<file path="config.mk">
export PLATFORM = sky130hd
export DESIGN_NAME = hilo_mult_unit
export DESIGN_NICKNAME = d
export VERILOG_FILES = /design/src/rtl/mul_pkg.sv /design/src/rtl/mult_shift_add_core.sv /design/src/rtl/hilo_mult_unit.sv
export SDC_FILE = /design/constraint.sdc
export NUM_CORES = 1
export LEC_CHECK = 0
export CORE_MARGIN = 2
export CORE_UTILIZATION = 49
export CTS_BUF_LIST = sky130_fd_sc_hd__clkbuf_8
export CTS_CLUSTER_DIAMETER = 50
export CTS_CLUSTER_SIZE = 8
export DETAILED_ROUTE_END_ITERATION = 8
export PLACE_DENSITY = 0.74
export SLEW_MARGIN = 10
export SYNTH_ARGS = -nofsm -noshare
export SYNTH_HDL_FRONTEND = slang
export SYNTH_HIERARCHICAL = 1
export SYNTH_SLANG_ARGS = --single-unit
</file>
<file path="constraint.sdc">
create_clock -name Clk -period 13 [get_ports Clk]
set_input_delay 2.6 -clock Clk [delete_from_list [all_inputs] [get_ports Clk]]
set_output_delay 2.6 -clock Clk [all_outputs]
set_load 0.05 [all_outputs]
</file>
<file path="src/rtl/mul_pkg.sv">
// Shared encodings for the multiply path: MulOp codes (also used by ALU
// control) and the sequencing states of the HI/LO multiply unit.
package mul_pkg;

  typedef enum logic [2:0] {
    MUL_OP_MUL   = 3'd0,
    MUL_OP_MULT  = 3'd1,
    MUL_OP_MULTU = 3'd2,
    MUL_OP_MADD  = 3'd3,
    MUL_OP_MSUB  = 3'd4,
    MUL_OP_MTHI  = 3'd5,
    MUL_OP_MTLO  = 3'd6,
    MUL_OP_NOP   = 3'd7
  } mul_op_e;

  typedef enum logic [1:0] {
    IDLE = 2'd0,
    RUN  = 2'd1,
    FIN  = 2'd2
  } mul_state_e;

  // Signed ops take operand magnitudes and carry the product sign separately.
  function automatic logic op_is_signed(input mul_op_e op);
    return (op == MUL_OP_MUL) || (op == MUL_OP_MULT) ||
           (op == MUL_OP_MADD) || (op == MUL_OP_MSUB);
  endfunction

endpackage

</file>
<file path="src/rtl/mult_shift_add_core.sv">
// Radix-2 shift-add unsigned multiplier: one partial product per step.
module mult_shift_add_core #(
  parameter int WIDTH = 32
) (
  input  logic               i_clk,
  input  logic               i_rst,
  input  logic               i_load,
  input  logic               i_step,
  input  logic [WIDTH-1:0]   i_mcand,
  input  logic [WIDTH-1:0]   i_mplier,
  output logic [2*WIDTH-1:0] o_acc,
  output logic               o_last
);

  localparam int CNT_W = (WIDTH > 1) ? $clog2(WIDTH) : 1;

  logic [CNT_W-1:0]   r_cnt;
  logic [2*WIDTH-1:0] r_mcand;
  logic [WIDTH-1:0]   r_mplier;
  logic [2*WIDTH-1:0] r_acc;

  // Step counter; the step taken while o_last is high is the final one.
  always_ff @(posedge i_clk) begin
    if (i_rst)       r_cnt <= '0;
    else if (i_load) r_cnt <= '0;
    else if (i_step) r_cnt <= r_cnt + 1'b1;
  end

  // Shift registers and accumulator: mcand shifts left so it always equals
  // the original multiplicand << count.
  always_ff @(posedge i_clk) begin
    if (i_load) begin
      r_mcand  <= {{WIDTH{1'b0}}, i_mcand};
      r_mplier <= i_mplier;
      r_acc    <= '0;
    end else if (i_step) begin
      if (r_mplier[0]) r_acc <= r_acc + r_mcand;
      r_mcand  <= r_mcand << 1;
      r_mplier <= r_mplier >> 1;
    end
  end

  assign o_acc  = r_acc;
  assign o_last = (r_cnt == CNT_W'(WIDTH-1));

endmodule

</file>
<file path="src/rtl/hilo_mult_unit.sv">
// Multi-cycle multiply/accumulate unit with HI/LO registers. Holds the
// sequencing FSM, sign preparation, commit logic and architectural state.
module hilo_mult_unit
  import mul_pkg::*;
#(
  parameter int WIDTH = 32
) (
  input  logic             Clk,
  input  logic             Reset,
  input  logic             Start,
  input  logic [2:0]       MulOp,
  input  logic [WIDTH-1:0] A,
  input  logic [WIDTH-1:0] B,
  output logic             Busy,
  output logic             Done,
  output logic [WIDTH-1:0] Result,
  output logic [WIDTH-1:0] HI,
  output logic [WIDTH-1:0] LO
);

  mul_state_e         r_state, w_next;
  mul_op_e            r_op;
  logic               r_neg;
  logic               r_done;
  logic [WIDTH-1:0]   r_hi, r_lo, r_result;

  mul_op_e            w_op_in;
  logic               w_load, w_step, w_commit, w_mov, w_last;
  logic [WIDTH-1:0]   w_opa, w_opb;
  logic [2*WIDTH-1:0] w_acc, w_prod;

  // Magnitude of a two's complement value; the most-negative value maps to
  // itself, which is correct when read as unsigned.
  function automatic logic [WIDTH-1:0] mag(input logic [WIDTH-1:0] v);
    logic signed [WIDTH-1:0] s;
    s = v;
    return s[WIDTH-1] ? WIDTH'(-s) : v;
  endfunction

  assign w_op_in = mul_op_e'(MulOp);
  assign w_opa   = op_is_signed(w_op_in) ? mag(A) : A;
  assign w_opb   = op_is_signed(w_op_in) ? mag(B) : B;

  mult_shift_add_core #(.WIDTH(WIDTH)) u_core (
    .i_clk    (Clk),
    .i_rst    (Reset),
    .i_load   (w_load),
    .i_step   (w_step),
    .i_mcand  (w_opa),
    .i_mplier (w_opb),
    .o_acc    (w_acc),
    .o_last   (w_last)
  );

  assign w_prod = r_neg ? (~w_acc + 1'b1) : w_acc;

  // State register.
  always_ff @(posedge Clk) begin
    if (Reset) r_state <= IDLE;
    else       r_state <= w_next;
  end

  // Next-state and per-cycle control decode.
  always_comb begin
    w_next   = r_state;
    w_load   = 1'b0;
    w_step   = 1'b0;
    w_commit = 1'b0;
    w_mov    = 1'b0;
    case (r_state)
      IDLE: begin
        if (Start) begin
          case (w_op_in)
            MUL_OP_MTHI, MUL_OP_MTLO: w_mov = 1'b1;
            MUL_OP_NOP: ;
            default: begin
              w_load = 1'b1;
              w_next = RUN;
            end
          endcase
        end
      end
      RUN: begin
        w_step = 1'b1;
        if (w_last) w_next = FIN;
      end
      FIN: begin
        w_commit = 1'b1;
        w_next   = IDLE;
      end
      default: w_next = IDLE;
    endcase
  end

  // Latch the op and product sign at accept time.
  always_ff @(posedge Clk) begin
    if (w_load) begin
      r_op  <= w_op_in;
      r_neg <= op_is_signed(w_op_in) & (A[WIDTH-1] ^ B[WIDTH-1]);
    end
  end

  // Architectural HI/LO/Result: direct moves at accept, products at commit.
  always_ff @(posedge Clk) begin
    if (Reset) begin
      r_hi     <= '0;
      r_lo     <= '0;
      r_result <= '0;
    end else if (w_mov) begin
      if (w_op_in == MUL_OP_MTHI) r_hi <= A;
      else                        r_lo <= A;
    end else if (w_commit) begin
      case (r_op)
        MUL_OP_MULT, MUL_OP_MULTU: {r_hi, r_lo} <= w_prod;
        MUL_OP_MADD:               {r_hi, r_lo} <= {r_hi, r_lo} + w_prod;
        MUL_OP_MSUB:               {r_hi, r_lo} <= {r_hi, r_lo} - w_prod;
        MUL_OP_MUL:                r_result     <= w_prod[WIDTH-1:0];
        default: ;
      endcase
    end
  end

  // Done pulses for one cycle after a commit or a HI/LO move.
  always_ff @(posedge Clk) begin
    if (Reset) r_done <= 1'b0;
    else       r_done <= w_commit | w_mov;
  end

  assign Busy   = (r_state != IDLE);
  assign Done   = r_done;
  assign Result = r_result;
  assign HI     = r_hi;
  assign LO     = r_lo;

endmodule

</file>
---- Word level (Yosys, flattened, before mapping) ----
Cells that the tools add are included.
operators by class
  add/sub/neg operators ................... 7
  multipliers ............................. 0
  div/mod/pow operators ................... 0
  order comparisons ....................... 0
  equality and inequality tests ........... 18
  shift operators ......................... 0
  muxes and demuxes ....................... 29
  bitwise gates (word level) .............. 5
  reductions and logical operators ........ 19
operators with widths
  cell                                                   count
  two-way mux 32 bit                                     14
  case mux 32 bit (3 select lines)                       2
  adder 64 bit                                           2
  adder 64 x 1 -> 64 bit, second input constant          1
  two-way mux 64 bit                                     1
  negation 32 bit                                        2
  NOT 64 bit                                             1
  subtractor 64 bit                                      1
  equality test 3 bit, second input constant             5
  AND reduction 3 bit                                    4
  equality test 3 x 2 -> 1 bit, second input constant    3
  two-way mux 1 bit                                      8
  equality test 3 x 1 -> 1 bit, second input constant    2
  zero test 3 bit                                        2
  two-way mux 2 bit                                      3
  inequality test 2 bit, second input constant           3
  nonzero test 2 bit                                     3
  OR reduction 2 bit                                     3
  adder 5 x 1 -> 5 bit, second input constant            1
  equality test 5 bit, second input constant             1
  inequality test 2 x 1 -> 1 bit, second input constant  2
  case mux 2 bit (2 select lines)                        1
  nonzero test 4 bit                                     1
  logical OR 1 bit                                       3
  other kinds (9)                                        9
storage, ports and cells
  flip-flop bits (word level) ............. 268
  bits in latches ......................... 0
  bits in writable memories ............... 0
  bits in read-only memories .............. 0
  input port bits ......................... 70
  output and inout port bits .............. 98
  logic and storage cells ................. 90
  memories ................................ 0

---- Longest topological paths before layout ----
Gate-level depths: netlist of the first run.
  depth after elaboration ................. 7
  mapped depth ............................ 23

---- Cells and area by module ----
The synthesis of the first run kept the hierarchy.
by module, submodules not included
  module               times used  cells an instance  area an instance (um2)  seq. area each (um2)
  hilo_mult_unit       1           2259               15615.0                 2102.0
  mult_shift_add_core  1           1134               10194.8                 3943.8

---- Worst setup path before layout of the first run ----
OpenSTA, ideal clock, no wires.
  kind .................................... register -> register
  from .................................... reg u_core.r_acc[18] (netlist: u_core/o_acc[18])
  to ...................................... reg r_hi[28] (netlist: HI[28])
  setup time .............................. 0.120 ns
  arrival time ............................ 5.019 ns
  required time ........................... 12.880 ns
  setup slack ............................. 7.861 ns
  cell stages (with the launch flop) ...... 22
  path buffers ............................ 2
  cells stage by stage .................... dfxtp_1 or4_4 nand4bb_4 or3_1 buf_2 or2_1 nand2_1 xor2_1 inv_1 ha_1 clkbuf_1 and3_1 nand4_1 a211o_1 and3_1 o311ai_1 nand3_1 a21o_1 or4_1 o22ai_1 mux2i_1 o31a_1
between the ends
  cells in the longest elaborated chain, start to end .. 7
  elaborated cells between the ends (all ways) .. 8
  classes of those cells .................. add/sub: 3; mux: 4; bitwise: 1
RTL lines
  item                                                      line                                          text
  start, declared                                           mult_shift_add_core.sv:20                     logic [2*WIDTH-1:0] r_acc;
  start signal, assigned                                    mult_shift_add_core.sv:37                     if (r_mplier[0]) r_acc <= r_acc + r_mcand;
  NOT 64 bit *                                              hilo_mult_unit.sv:55                          assign w_prod = r_neg ? (~w_acc + 1'b1) : w_acc;
  adder 64 x 1 -> 64 bit *                                  hilo_mult_unit.sv:55
  two-way mux 64 bit *                                      hilo_mult_unit.sv:55
  via w_prod[31]                                            hilo_mult_unit.sv:30                          logic [2*WIDTH-1:0] w_acc, w_prod;
  subtractor 64 bit / adder 64 bit (equally long branches)  hilo_mult_unit.sv:116, hilo_mult_unit.sv:115
  case mux 32 bit (3 select lines) *                        hilo_mult_unit.sv:113                         case (r_op)
  two-way mux 32 bit *                                      hilo_mult_unit.sv:112                         end else if (w_commit) begin
  two-way mux 32 bit *                                      hilo_mult_unit.sv:109                         end else if (w_mov) begin
  end signal, assigned                                      hilo_mult_unit.sv:114                         MUL_OP_MULT, MUL_OP_MULTU: {r_hi, r_lo} <= w_prod;
  end signal, assigned                                      hilo_mult_unit.sv:115                         MUL_OP_MADD: {r_hi, r_lo} <= {r_hi, r_lo} + w_prod;
  end signal, assigned                                      hilo_mult_unit.sv:116                         MUL_OP_MSUB: {r_hi, r_lo} <= {r_hi, r_lo} - w_prod;
  end, declared                                             hilo_mult_unit.sv:25                          logic [WIDTH-1:0] r_hi, r_lo, r_result;
The timed path passes the listed nets; every way through them passes the cells marked *. The select of a mux whose other input is x is not followed.
A chain may end at the register's enable or synchronous reset.

---- Final worst setup path of the first run ----
  from .................................... reg u_core.r_acc[0] (netlist: u_core/o_acc[0])
  to ...................................... reg r_hi[22] (netlist: HI[22])
Same word-level chain as after synthesis.

==> flow_summary.ini, run 1 <==
[synthesis]
synth_flop_cell = dfxtp_1
synth_top_area_share = 0.1551
yosysWarningCount = 6
syn_inst = 3393
yosysTopAreaCell = dfxtp_1
synth_edf_count = 68
netlist_area_um2 = 25810
syn_area_per_cell_um2 = 7.607
async_flop_share = 0
yosys-top-cells-count = a21oi_1 (373), nor2_1 (320), nand2_1 (313)
synth_compound_area_frac = 0.2960
muxShareOfSynthArea = 0.04538
yosys.area_share.simple = 0.1975
synth_top_family_by_area = compound AO/OA/AOI/OAI gates
synthAdderAreaFrac = 0.1032
synth_nets = 3674
synthXorXnorAreaFrac = 0.06816
synth_area_leaders = dfxtp_1 (16%), ha_1 (10%), edfxtp_1 (7.9%)
synth_most_common_cell = a21oi_1
synth-seq-cells = 268
yosysSeqAreaShare = 0.2342
yosys.cell_types.count = 99

[sta]
tightest_slew_ns = 1.143
setup_viol = 0
final_max_slew_viol_count = 0
hold_viol = 0
rsz0062_at_grt = no
period_share = 0.5162
max_freq_mhz = 149.0
min_period_ns = 6.710
slew_headroom = 0.2354
setup_slack_ns = 6.290
setup_tns_ns = 0
fin_skew_ns = 0.03722

[detailed_routing]
first_pass_iters = 8
ant_nets = 0
post-route-drc-count = 0
viasPerCell = 6.540
via_count = 27300
wl_mm = 99.83
first_iter_violations = 3388
wl_per_cell_um = 23.92

[global_routing]
grt_use_total = 0.3569
grt-ovfl-total = 0
grt_max_degree = 120
grt_pass1_vias = 24890
grt_pass1_wl_mm = 149.9
antenna_found_initial = 7

[floorplan]
io_pins = 168
die_x_um = 233.5
die_h_um = 233.5
fp.coreArea_um2 = 52340
initial_utilization = 0.4931
die_area_um2 = 54520
rows = 84

[place]
gp_congestion = 1.071
placed_cell_area_um2 = 27940
dpl.hpwl_mm = 75.63
portBuffers = 167
pre_cts_slack_ns = 6.498

[power_and_ir_drop]
power_density_nw_per_um2 = 120.6
peakVddDrop_v = 0.00007847
p_leak_nw = 11.49
p_total_mw = 3.487

[worst_setup_path]
crit_arrival_ns = 7.25
end_kind = flop
r2r_start = u_core/o_acc[0]
cp-endpoint = HI[22]
required_ns = 13.54
critPathMaxFanout = 13
criticalPathCategory = reg -> reg
r2r_cells = 18
cpPeakStageDelay_ns = 0.71
rr_endpoint = HI[22]
start_kind = flop
r2r_setup_slack_ns = 6.29
cpMostUsedCell = nand4_1
cp_cell_sequence = nor3_1, nand4_1, or3_1, o21ai_0, xor2_1, inv_1, ha_1, nor4_1, nand4_1, a211oi_1, a21oi_1, a311oi_1, a311oi_2, o21ai_1, a21o_1, xnor2_1, a221oi_1, a2111oi_0
slowest_stage = a311oi_1
setup.worst_path.start = u_core/o_acc[0]

[clock_network]
cts_root_buf = clkbuf_8
insertion_delay_ns = 0.68
cts_buffers = 47
hold_buffers = 0
max-clock-path-buffers = 3
cts.clk_slew.worst_paths_ns = 0.07
tritoncts = built
clock-sinks = 268
cts_resized = 0
post_cts_buffers = 0
ctsHtreeMaxLevel = 2

[worst_hold_path]
hold_path_class = reg -> reg
hold_depth = 2

[flow_run]
maxCapViolCount = 0

[finish]
post-route-util = 0.5523
final_area_um2 = 28910
drive_gt1_frac = 0.06720
area_growth_pct = 12.00
nets = 3730

[outcome]
status = completed
==> cells in the final DEF, fill, tap and decap left out, types with 50 or more instances in the layout <==
| cell type | Yosys | final |
|---|---|---|
| edfxtp_1 | 68 | 68 |
| xor2_1 | 98 | 98 |
| nor2_1 | 320 | 318 |
| inv_1 | 174 | 189 |
| xnor2_1 | 101 | 101 |
| clkbuf_8 | 0 | 50 |
| mux2_2 | 64 | 64 |
| nand3_1 | 64 | 64 |
| ha_1 | 208 | 208 |
| a21o_1 | 62 | 62 |
| o21ai_0 | 207 | 205 |
| nand2_1 | 313 | 312 |
| clkdlybuf4s50_1 | 0 | 166 |
| a21oi_1 | 373 | 370 |
| nor3_1 | 71 | 71 |
| nand4_1 | 50 | 50 |
| dfxtp_1 | 200 | 200 |
| a211oi_1 | 64 | 64 |
| o31ai_1 | 61 | 61 |
==> routing by layer <==
layer	vias to the layer above	global-route usage	routed length, um
met3	291	0.07520	11680
met1	12810	0.4959	41830
met5	-	0	0
met4	0	0.1685	5205
met2	1530	0.5239	41110
li1	12670	-	-
==> sequential cells by signal, summed over array words and instances, names as in the netlist <==
register         count
u_core/r_mplier     32
LO                  32
Result              32
u_core/r_mcand      64
r_state              2
Done                 1
r_op                 3
u_core/o_acc        64
HI                  32
r_neg                1
u_core/r_cnt         5
==> worst min-delay path by stage <==
stage	startpoint	endpoint	slack (ns)
2_1_floorplan	u_core/o_acc[33]	u_core/o_acc[33]	0.47
3_3_place_gp	LO[2]	LO[2]	0.48
3_5_place_dp	LO[7]	LO[7]	0.49
4_1_cts	LO[2]	LO[2]	0.50
5_1_grt	LO[2]	LO[2]	0.51
6_report	LO[7]	LO[7]	0.50
==> per-stage QoR <==
stage          cells  hold slack [ns]
6_report        4174           0.4988
5_1_grt         4173           0.5140
4_1_cts         4170           0.4959
3_5_place_dp    4088           0.4880
3_3_place_gp    4088           0.4814
2_1_floorplan   3393           0.4684
==> worst max-delay path, delay by kind of cell, from the launching register on <==
kind | cells | cell delay (ns)
AO/OA/AOI/OAI | 9 | 2.80
XOR/XNOR | 2 | 0.53
adder cells (fa/ha/maj) | 1 | 0.49
buffers and inverters | 1 | 0.09
flip-flops | 1 | 0.40
AND/OR/NAND/NOR | 5 | 2.27
==> layout make-up <==
| type | count | area (um2) |
|---|---|---|
| Inverter | 179 | 671.9 |
| Clock buffer | 50 | 688.2 |
| Timing Repair Buffer | 203 | 1952 |
| Antenna cell | 4 | 10.01 |
| Multi-Input combinational cell | 2750 | 18410 |
| Clock inverter | 32 | 274.0 |
| Tap cell | 688 | 860.8 |
| Sequential cell | 268 | 6046 |
| Fill cell | 5078 | 23430 |
==> power by group <==
part / total [mW] / switching, mW / internal [mW]
sequential: 1.00 / 0.0758 / 0.928
combinational: 1.64 / 1.08 / 0.553
clock: 0.845 / 0.406 / 0.439
total: 3.49 / 1.57 / 1.92
==> kinds of logic (layout without fill, tap and decap cells) <==
logic type	count (synthesis)	count (layout)
AO/OA/AOI/OAI	1165	1165
XOR/XNOR	200	200
adder cells (fa/ha/maj)	211	211
buffers and inverters	375	464
flip-flops	268	268
multiplexers	109	109
other	0	4
AND/OR/NAND/NOR	1065	1065
Note: power is estimated with default switching activity, not from simulation.
==> run 2: changes to the inputs <==
- PLACE_DENSITY: 0.74 -> 0.77
- clock period: 13 -> 5.43 ns (I/O delays scaled with it)
==> run 2 against run 1 <==
Net effect:
- first-iteration DRC count fell by 6.5%
- clock power rose by 130%
- worst setup slack got worse by 6.3 ns
- via count rose by 3.6%
- combinational power rose to 2.7 times the previous value
- worst hold slack got worse by 0.0013 ns
- non-clock buffer count rose by 206
- global-route usage fell by 0.65 points
- die area did not move
- critical path depth rose by 3
- flip-flop and latch count did not move
- critical endpoint is now HI[26]
- largest cell class unchanged
- largest power group unchanged
==> flow_summary.ini, run 2 (synthesized netlist as in run 1, its figures left out) <==
[floorplan]
fp.coreArea_um2 = 52340
initial_utilization = 0.4931
die_area_um2 = 54520
die_x_um = 233.5
die_h_um = 233.5
io_pins = 168
rows = 84

[clock_network]
cts.clk_slew.worst_paths_ns = 0.07
tritoncts = built
hold_buffers = 0
max-clock-path-buffers = 3
cts_root_buf = clkbuf_8
clock-sinks = 268
cts_buffers = 49
insertion_delay_ns = 0.68
ctsHtreeMaxLevel = 2

[sta]
fin_skew_ns = 0.03467
setup_viol = 0
hold_viol = 0
tightest_slew_ns = 1.130
min_period_ns = 5.405
final_max_slew_viol_count = 0
period_share = 0.9954
slew_headroom = 0.2468
max_freq_mhz = 185.0
rsz0062_at_grt = yes
setup_slack_ns = 0.02510

[worst_setup_path]
rr_endpoint = HI[26]
cp_num_buf_inv = 4
path_delay_family = simple AND/OR/NAND/NOR gates
slowest_stage = or4_4
r2r_start = u_core/o_acc[18]
critPathMaxFanout = 9
cp_cell_sequence = or4_4, nand4bb_4, or3_1, o21ai_0, xor2_1, inv_1, ha_2, nor4_1, buf_4, nand4_1, a211oi_1, a21oi_1, a311oi_1, buf_4, a311oi_2, o21ai_1, buf_4, a21o_1, or3_1, and3_1, a221o_1
crit_arrival_ns = 5.95
cpPeakStageDelay_ns = 0.55
criticalPathCategory = reg -> reg
start_kind = flop
r2r_setup_slack_ns = 0.03
cpMostUsedCell = buf_4
required_ns = 5.98
end_kind = flop
r2r_cells = 21

[outcome]
status = completed

[finish]
post-route-util = 0.5877
area_growth_pct = 19.18
final_cell_mix = a21oi_1 (365), nor2_1 (316), nand2_1 (312), buf_4 (241), dfxtp_1 (200)
final_common_cell = a21oi_1
final_area_um2 = 30760
drive_gt1_frac = 0.1358
nets = 3938

[place]
pre_cts_slack_ns = 0.01316
dpl.hpwl_mm = 75.50
placed_cell_area_um2 = 29420
portBuffers = 167
gp_congestion = 1.122

[global_routing]
grt_use_total = 0.3504
grt_pass1_vias = 25730
grt_max_degree = 76
grt-ovfl-total = 0
antenna_found_initial = 5
grt_pass1_wl_mm = 148.8

[detailed_routing]
via_count = 28270
first_iter_violations = 3167
first_pass_iters = 6
wl_per_cell_um = 22.48
post-route-drc-count = 0
wl_mm = 98.50
viasPerCell = 6.451
ant_nets = 0

[power_and_ir_drop]
peakVddDrop_v = 0.0001837
p_leak_nw = 12.52
power_density_nw_per_um2 = 287.0

[worst_hold_path]
hold_depth = 2
min_from = Result[24]
holdPathEnd = Result[24]
hold_path_class = reg -> reg

[flow_run]
maxCapViolCount = 0
==> run 2: how the worst max path moves through the flow <==
stage	from	end	slack (ns)	depth (start not counted)
after global placement	u_core/o_acc[18]	HI[28]	0.06	20
final	u_core/o_acc[18]	HI[26]	0.03	21
after global routing	u_core/o_acc[18]	HI[26]	-0.22	21
after CTS	u_core/o_acc[1]	HI[26]	0.02	22
after floorplan	u_core/o_acc[18]	HI[28]	0.29	21
after detailed placement	u_core/o_acc[18]	HI[23]	0.01	20
==> run 2: what timing repair did <==
action,4_1_cts,5_1_grt
buffers inserted,2,8
pin swaps,0,14
endpoints found under the setup margin,3,22
endpoints found under the hold margin,0,0
resized for setup,2,66
==> run 2: worst register-to-register path, stage by stage, from the launching register on <==
cell	delay [ns]
dfxtp_1	0.31
or4_4	0.55
nand4bb_4	0.24
or3_1	0.41
o21ai_0	0.28
xor2_1	0.36
inv_1	0.10
ha_2	0.46
nor4_1	0.08
buf_4	0.15
nand4_1	0.09
a211oi_1	0.06
a21oi_1	0.26
a311oi_1	0.15
buf_4	0.17
a311oi_2	0.35
o21ai_1	0.10
buf_4	0.17
a21o_1	0.22
or3_1	0.35
and3_1	0.16
a221o_1	0.27
==> run 2: area by class of cell <==
class | instances | area [um2]
Multi-Input combinational cell | 2750 | 18710
Timing Repair Buffer | 409 | 3511
Fill cell | 4863 | 21580
Sequential cell | 268 | 6046
Antenna cell | 4 | 10.01
Clock buffer | 55 | 757.0
Clock inverter | 29 | 195.2
Inverter | 179 | 671.9
Tap cell | 688 | 860.8
==> run 2: stage by stage <==
stage / hold WS [ns] / power [mW] / setup TNS [ns] / std cells
3_5_place_dp: 0.4918 / 6.636 / 0 / 4284
6_report: 0.4975 / 8.827 / 0 / 4382
3_3_place_gp: 0.4785 / 6.613 / 0 / 4284
5_1_grt: 0.5164 / 9.300 / -0.7824 / 4381
4_1_cts: 0.5002 / 8.630 / 0 / 4370
2_1_floorplan: 0.4684 / 5.109 / 0 / 3393
==> run 2: per-layer routing <==
metal  global-route usage  vias to the layer above  share of wire
met3              0.06555                      278           0.11
met1               0.4886                    13290           0.43
li1                     -                    13080              -
met4               0.1948                        0          0.059
met2               0.5048                     1616           0.41
met5                    0                        -              0
==> run 2: report_power, final <==
part	internal, mW	switching (mW)	total, mW
Sequential	2.22	0.144	2.37
Combinational	1.74	2.75	4.49
Clock	0.988	0.984	1.97
Total	4.95	3.88	8.83
